===== config.mk =====
export PLATFORM = sky130hd
export DESIGN_NAME = dcache_wb_buffer
export DESIGN_NICKNAME = d
export VERILOG_FILES = /design/src/rtl/dcache_pkg.sv /design/src/rtl/dcache_wb_entry_array.sv /design/src/rtl/dcache_wb_buffer.sv
export SDC_FILE = /design/constraint.sdc
export NUM_CORES = 1
export LEC_CHECK = 0
export ABC_AREA = 1
export BUFFER_PORTS_ARGS = -buffer_cell sky130_fd_sc_hd__buf_4
export CAP_MARGIN = 30
export CELL_PAD_IN_SITES_DETAIL_PLACEMENT = 0
export CELL_PAD_IN_SITES_GLOBAL_PLACEMENT = 1
export CORE_AREA = 2 2 342 344
export DETAILED_ROUTE_END_ITERATION = 10
export DIE_AREA = 0 0 344 346
export GPL_ROUTABILITY_DRIVEN = 0
export PLACE_DENSITY = 0.59
export SYNTH_ARGS = -nofsm -noshare
export SYNTH_HDL_FRONTEND = slang
export SYNTH_SLANG_ARGS = --single-unit

===== constraint.sdc =====
create_clock -name clk -period 15.3 [get_ports clk]
set_input_delay 3.06 -clock clk [delete_from_list [all_inputs] [get_ports clk]]
set_output_delay 3.06 -clock clk [all_outputs]
set_load 0.005 [all_outputs]

===== src/rtl/dcache_pkg.sv =====
// dcache_pkg: shared types and default widths for the dcache write-back path.
//   wb_state_t  - drain FSM state (WB_IDLE, WB_WRITE)
//   wb_entry_t  - one buffered victim line: line tag (address without the
//                 byte offset) plus the full line data, at default widths
package dcache_pkg;

  localparam int DCACHE_LINE_W = 256;
  localparam int DCACHE_ADDR_W = 32;
  localparam int DCACHE_OFF_W  = $clog2(DCACHE_LINE_W / 8);

  typedef enum logic [0:0] {
    WB_IDLE  = 1'b0,
    WB_WRITE = 1'b1
  } wb_state_t;

  typedef struct packed {
    logic [DCACHE_ADDR_W-DCACHE_OFF_W-1:0] tag;
    logic [DCACHE_LINE_W-1:0]              data;
  } wb_entry_t;

endpackage


===== src/rtl/dcache_wb_entry_array.sv =====
// dcache_wb_entry_array: DEPTH-slot storage for the write-back buffer.
//   clk, rst           clock, async active-low reset (clears valid bits only)
//   wr_en/wr_ptr/...   single write port, slot becomes valid next cycle
//   pop_en             invalidates the slot at head_ptr
//   head_ptr           registered read pointer -> head_tag / head_data
//   lookup_tag         line tag to forward-match
//   lookup_hit/data    youngest valid matching slot (only with DCACHE_WB_FWD_EN)
// Build option: define DCACHE_WB_FWD_EN to enable forwarding; otherwise the
// lookup outputs are tied to zero.
module dcache_wb_entry_array
  import dcache_pkg::*;
#(
  parameter int DEPTH  = 2,
  parameter int TAG_W  = DCACHE_ADDR_W - DCACHE_OFF_W,
  parameter int LINE_W = DCACHE_LINE_W,
  parameter int PTR_W  = $clog2(DEPTH)
) (
  input  logic              clk,
  input  logic              rst,
  input  logic              wr_en,
  input  logic [PTR_W-1:0]  wr_ptr,
  input  logic [TAG_W-1:0]  wr_tag,
  input  logic [LINE_W-1:0] wr_data,
  input  logic              pop_en,
  input  logic [PTR_W-1:0]  head_ptr,
  output logic [TAG_W-1:0]  head_tag,
  output logic [LINE_W-1:0] head_data,
  input  logic [TAG_W-1:0]  lookup_tag,
  output logic              lookup_hit,
  output logic [LINE_W-1:0] lookup_data
);

  // Same layout as wb_entry_t, but following this instance's widths.
  typedef struct packed {
    logic [TAG_W-1:0]  tag;
    logic [LINE_W-1:0] data;
  } entry_t;

  entry_t           ent_q [DEPTH];
  entry_t           ent_d [DEPTH];
  logic [DEPTH-1:0] vld_q, vld_d;

  always_comb begin
    ent_d = ent_q;
    vld_d = vld_q;
    if (pop_en) vld_d[head_ptr] = 1'b0;
    if (wr_en) begin
      ent_d[wr_ptr].tag  = wr_tag;
      ent_d[wr_ptr].data = wr_data;
      vld_d[wr_ptr]      = 1'b1;
    end
  end

  // Line storage needs no reset; validity is tracked separately.
  always_ff @(posedge clk) ent_q <= ent_d;

  always_ff @(posedge clk or negedge rst) begin
    if (!rst) vld_q <= '0;
    else      vld_q <= vld_d;
  end

  assign head_tag  = ent_q[head_ptr].tag;
  assign head_data = ent_q[head_ptr].data;

`ifdef DCACHE_WB_FWD_EN
  logic [DEPTH-1:0] match_vec;
  logic [PTR_W-1:0] idx;

  always_comb begin
    match_vec = '0;
    for (int i = 0; i < DEPTH; i++)
      match_vec[i] = vld_q[i] && (ent_q[i].tag == lookup_tag);
  end

  // Walk oldest -> youngest starting at head; the last match is the youngest.
  always_comb begin
    lookup_hit  = 1'b0;
    lookup_data = '0;
    idx         = '0;
    for (int i = 0; i < DEPTH; i++) begin
      idx = head_ptr + PTR_W'(i);
      if (match_vec[idx]) begin
        lookup_hit  = 1'b1;
        lookup_data = ent_q[idx].data;
      end
    end
  end
`else
  logic unused_fwd;
  assign unused_fwd  = ^{lookup_tag, vld_q};
  assign lookup_hit  = 1'b0;
  assign lookup_data = '0;
`endif

endmodule


===== src/rtl/dcache_wb_buffer.sv =====
// dcache_wb_buffer: victim write-back FIFO between the dcache and memory.
//   push_valid/ready/addr/data  evicted dirty line in (ready = not full)
//   mem_write/addr/wdata        head line write request, held until mem_resp
//   mem_resp                    one-cycle write-complete pulse
//   lookup_addr/hit/data        refill forwarding lookup (combinational)
//   empty                       no lines buffered
// Build option: DCACHE_WB_FWD_EN enables forwarding from buffered lines.
module dcache_wb_buffer
  import dcache_pkg::*;
#(
  parameter int DEPTH  = 2,
  parameter int ADDR_W = DCACHE_ADDR_W,
  parameter int LINE_W = DCACHE_LINE_W
) (
  input  logic              clk,
  input  logic              rst,
  input  logic              push_valid,
  output logic              push_ready,
  input  logic [ADDR_W-1:0] push_addr,
  input  logic [LINE_W-1:0] push_data,
  output logic              mem_write,
  output logic [ADDR_W-1:0] mem_addr,
  output logic [LINE_W-1:0] mem_wdata,
  input  logic              mem_resp,
  input  logic [ADDR_W-1:0] lookup_addr,
  output logic              lookup_hit,
  output logic [LINE_W-1:0] lookup_data,
  output logic              empty
);

  localparam int OFF_W = $clog2(LINE_W / 8);
  localparam int TAG_W = ADDR_W - OFF_W;
  localparam int PTR_W = $clog2(DEPTH);
  localparam int CNT_W = PTR_W + 1;
  localparam logic [CNT_W-1:0] CNT_FULL = CNT_W'(DEPTH);

  wb_state_t        state_q, state_d;
  logic [PTR_W-1:0] head_q, head_d, tail_q, tail_d;
  logic [CNT_W-1:0] cnt_q, cnt_d;
  logic             push_fire, pop_fire;
  logic [TAG_W-1:0] head_tag;
  logic             unused_off;

  // Byte offsets never reach the array; mem_addr re-zeroes them.
  assign unused_off = ^{push_addr[OFF_W-1:0], lookup_addr[OFF_W-1:0]};

  // Ready comes from the registered count only, so a pop frees a slot
  // for pushes from the following cycle.
  assign push_ready = (cnt_q != CNT_FULL);
  assign push_fire  = push_valid & push_ready;
  assign mem_write  = (state_q == WB_WRITE);
  assign pop_fire   = mem_write & mem_resp;
  assign empty      = (cnt_q == '0);
  assign mem_addr   = {head_tag, {OFF_W{1'b0}}};

  always_comb begin
    state_d = state_q;
    head_d  = head_q;
    tail_d  = tail_q;
    unique case (state_q)
      WB_IDLE:  if (cnt_q != '0) state_d = WB_WRITE;
      // Always go back through IDLE so mem_write drops between requests.
      WB_WRITE: if (mem_resp)    state_d = WB_IDLE;
      default:                   state_d = WB_IDLE;
    endcase
    if (push_fire) tail_d = tail_q + PTR_W'(1);
    if (pop_fire)  head_d = head_q + PTR_W'(1);
    cnt_d = cnt_q + CNT_W'(push_fire) - CNT_W'(pop_fire);
  end

  always_ff @(posedge clk or negedge rst) begin
    if (!rst) begin
      state_q <= WB_IDLE;
      head_q  <= '0;
      tail_q  <= '0;
      cnt_q   <= '0;
    end else begin
      state_q <= state_d;
      head_q  <= head_d;
      tail_q  <= tail_d;
      cnt_q   <= cnt_d;
    end
  end

  dcache_wb_entry_array #(
    .DEPTH (DEPTH),
    .TAG_W (TAG_W),
    .LINE_W(LINE_W),
    .PTR_W (PTR_W)
  ) u_array (
    .clk        (clk),
    .rst        (rst),
    .wr_en      (push_fire),
    .wr_ptr     (tail_q),
    .wr_tag     (push_addr[ADDR_W-1:OFF_W]),
    .wr_data    (push_data),
    .pop_en     (pop_fire),
    .head_ptr   (head_q),
    .head_tag   (head_tag),
    .head_data  (mem_wdata),
    .lookup_tag (lookup_addr[ADDR_W-1:OFF_W]),
    .lookup_hit (lookup_hit),
    .lookup_data(lookup_data)
  );

endmodule


==> flow_results.org <==
** Routing
- Total via count in the routed design :: 17980
- In this run, the number of DRC markers left after iteration 0 of detailed routing was 720.
- Post-DR vias/cell :: about 3.6
- Routed wirelength normalized by instance count :: 14.30 um
- For this run, the detailed router's first-pass iteration total came to 5.
- Post-detailed-route DRC marker count :: 0
- DRT Wirelength :: ~71000 um
- Number of nets with antenna violations after routing :: 0

** Global route
- The number of antenna violations at the first check in global routing came to 6.
- The number of global-route vias before repair came to between 15000 and 20000.
- Global routing used ~12% of the available tracks across all layers.
- Grt total ovfl :: 0
- Pin count of the biggest net entering global routing :: roughly 140
- The first global-routing pass estimated about 100000 um of wire.

** Floorplanning
- The floorplan step defined a die boundary enclosing 0.1190 mm2.
- The core region is 0.1154 mm2.
- Die width :: 344 um
- Number of placement rows :: around 130
- I/O pin cnt :: 872
- Vert. Die Dim :: roughly 350 um
- Once the floorplan was initialized, standard cells occupied 23.47% of the core.

** Pwr
- The design draws ~6.4 mW.
- Worst ir drop on vdd :: between 0.0001 and 0.00015 V
- Static Leakage :: roughly 17 nW
- Net switching is about a third of the power.
- The internal portion of the total power is 4.178 mW.
- The share of total power dissipated in sequential elements is between 30% and 40%.
- Cell area power density :: roughly 190 mW/mm2
- For this design the total switching power over the nets is between 2 and 2.5 mW.
- In this run, the clock network consumes about a quarter of the power.
- Comb pwr share :: about 36%

** Finish
- Fill cells in the final layout number about 12000.
- Once layout is complete, the cells apart from fillers number 4986.
- Area of the multi-input gates :: around 0.0062 mm2
- Cells fill about 30% of the core in the end.
- Layout overhead on the synthesized area :: 25.44%
- Net total in the final layout :: about 3700
- Ratio of cells with drive above 1 in the final layout :: between 20% and 30%
- Summing all flip-flop and latch instances after layout gives approximately 0.017 mm2.
- Post-route cell area :: 0.03399 mm2

** Clocking
- Clock latency on the worst-skew pair :: between 0.6 and 0.7 ns
- After clock tree synthesis, the setup repair step added 0 buffers.
- Sinks on the clock net :: approximately 570
- Buffers inserted during clock tree synthesis total slightly above 70.
- In this run the clock root is driven by a clkbuf_16.
- Clock-pin slew was measured on the worst setup and hold paths at roughly 0.06 ns.
- The longest clock path from root to sink contains 3 buffers.
- TritonCTS clock tree :: done
- CTS Hold Buffers Added :: 0
- Number of cells upsized or downsized after cts :: 0
- CTS built an H-tree with a depth of 3.

** Critical path
- Slowest stage cell on the critical path :: buf_4
- Of all nets on the critical path, the largest fanout is between 80 and 90.
- Crit path top cell by count :: buf_4
- In this design, the largest share of critical-path delay is due to buffers and inverters.
- Category of the worst setup path capture point :: output pin
- Walking the worst path, the cells encountered are inv_8 -> buf_4 -> buf_4 -> nand2_1 -> nand2_1 -> buf_4.
- Required time worst endpoint :: around 12 ns
- CP Buf/Inv Count :: 4
- For this run, the slowest stage of the critical path takes between 0.7 and 0.8 ns.
- Data arrives at the worst endpoint at approximately 3.9 ns.
- CP startpoint kind :: flip-flop
- The critical path is of the flip-flop to output pin type.

** Timing
- Setup repair after global routing left no endpoint under its margin.
- In this run the tightest slew margin relative to its limit is 23.67%.
- Post-route fraction of the period consumed by the critical path :: a little under half
- The final number of max-transition violations is 0.
- Worst hold-check slack :: ~0.53 ns
- In the post-route analysis, the smallest setup slack over all paths is roughly 8.4 ns.
- Timing would allow up to roughly 140 MHz.
- Total setup violations reported at the end of the flow :: 0
- Worst Tran Pin Value :: roughly 1.1 ns
- Final Hold Fails :: 0
- Shortest clock period the worst path allows after layout :: 6.907 ns
- Clk_skew :: roughly 0.019 ns
- Setup_tns :: 0 ns

** Logic synthesis
- The share of the Yosys chip area taken by registers is 63.19%.
- Biggest area consumer among synthesized cells :: edfxtp_1
- Counting every instance in the synthesized netlist gives roughly 2900.
- In the post-synthesis netlist, the biggest area contributors are edfxtp_1 (63%), nand2_1 (15%), buf_4 (7.8%).
- The Yosys step of the flow raised 0 warnings.
- The share of synthesized area in the top cell type comes to a little over three fifths.
- Yosys mapped the design onto 15 distinct sky130hd cell types.
- Each instance of the synthesized netlist takes up on average 9.490 um2.
- Summing every instance area after synthesis gives ~0.027 mm2.
- Synthesis inferred 571 register bits.

** Flow run
- Max_cap viols :: 0

** Run status
- Outcome :: finished clean

** Placed design
- Worst slack after detailed placement :: around 8.6 ns
- Number of cells after detailed placement :: 4853
- Half-perimeter wire length after placement :: between 40000 and 50000 um
- DP Area :: 0.03171 mm2
- The count of buffers added on input and output ports is 572.

** Worst hold path
- The tightest min-delay check is of the flip-flop to flip-flop type.
[layout by cell type, fill, tap and decap left out, drive strengths merged]
cell type / netlist / final
nand2: 1115 / 1115
buf: 382 / 595
edfxtp: 566 / 566
inv: 520 / 523
conb: 1 / 262
nor2: 260 / 260
clkbuf: 0 / 98
clkinv: 0 / 23
bufinv: 0 / 5
dfrtp: 5 / 5
diode: 0 / 2
nand3: 2 / 2
a21oi: 2 / 2
clkinvlp: 0 / 2
xor2: 1 / 1
ha: 1 / 1
[sequential cells by signal (all words and copies together) (netlist names)]
register / flops
cnt_q: 2
head_q: 1
mem_write: 1
tail_q: 1
u_array.ent_q: 566
[worst paths after layout]
| path | startpoint | cells after the start | slack (ns) | endpoint |
|---|---|---|---|---|
| worst min register to register | cnt_q[0] | 1 | 0.53 | cnt_q[0] |
| worst max register to register | tail_q | 5 | 11.02 | u_array.ent_q[119] |
| worst max-delay path | head_q | 6 | 8.39 | mem_addr[18] |
| max in group asynchronous | rst | 1 | 12.95 | tail_q |
| worst min-delay path | cnt_q[0] | 1 | 0.53 | cnt_q[0] |
| min in group asynchronous | rst | 1 | 2.23 | cnt_q[1] |
[metal layers]
layer  vias up  track usage [%]  wire length [um]
met1      8196            12.65             26890
li1       9162                -                 -
met4         4            3.576              1814
met3        98            4.353              5900
met2       515            20.58             36670
met5         -                0                32
[layout make-up]
cell class | count | area share [%]
sequential | 571 | 50.40
multi-input combinational | 1643 | 18.25
timing repair buffer | 595 | 13.28
clock buffer | 98 | 5.835
inverter | 520 | 5.765
tap | 1524 | 5.611
clock inverter | 33 | 0.8541
antenna | 2 | 0.01473
[cell families after synthesis]
group                    synth area share (%)
XOR/XNOR                              0.03233
AO/OA/AOI/OAI                         0.03695
adder cells (fa/ha/maj)               0.04617
flip-flops                              63.19
other                                 0.01384
AND/OR/NAND/NOR                         19.09
buffers and inverters                   17.59
[power by group through the flow]
stage / clock network, mW / logic (mW) / registers (mW)
after CTS: 1.71 / 2.44 / 2.44
after global routing: 1.77 / 2.63 / 2.48
after floorplan: 0 / 1.34 / 2.52
after detailed placement: 0 / 2.43 / 2.48
after global placement: 0 / 2.42 / 2.47
final: 1.65 / 2.32 / 2.44
[cell usage after synthesis, drive strengths merged]
cell and count:
nand2 1115, edfxtp 566, inv 520, buf 382, nor2 260, dfrtp 5, a21oi 2, nand3 2
conb 1, ha 1, xor2 1
[worst register-to-register path, stage by stage (launching register included)]
cell and delay, ns:
dfrtp_4 0.92, inv_2 0.10, nor2_4 0.51, buf_4 0.67, buf_4 0.81, buf_4 0.79
Note: power is estimated with default switching activity, not from simulation.
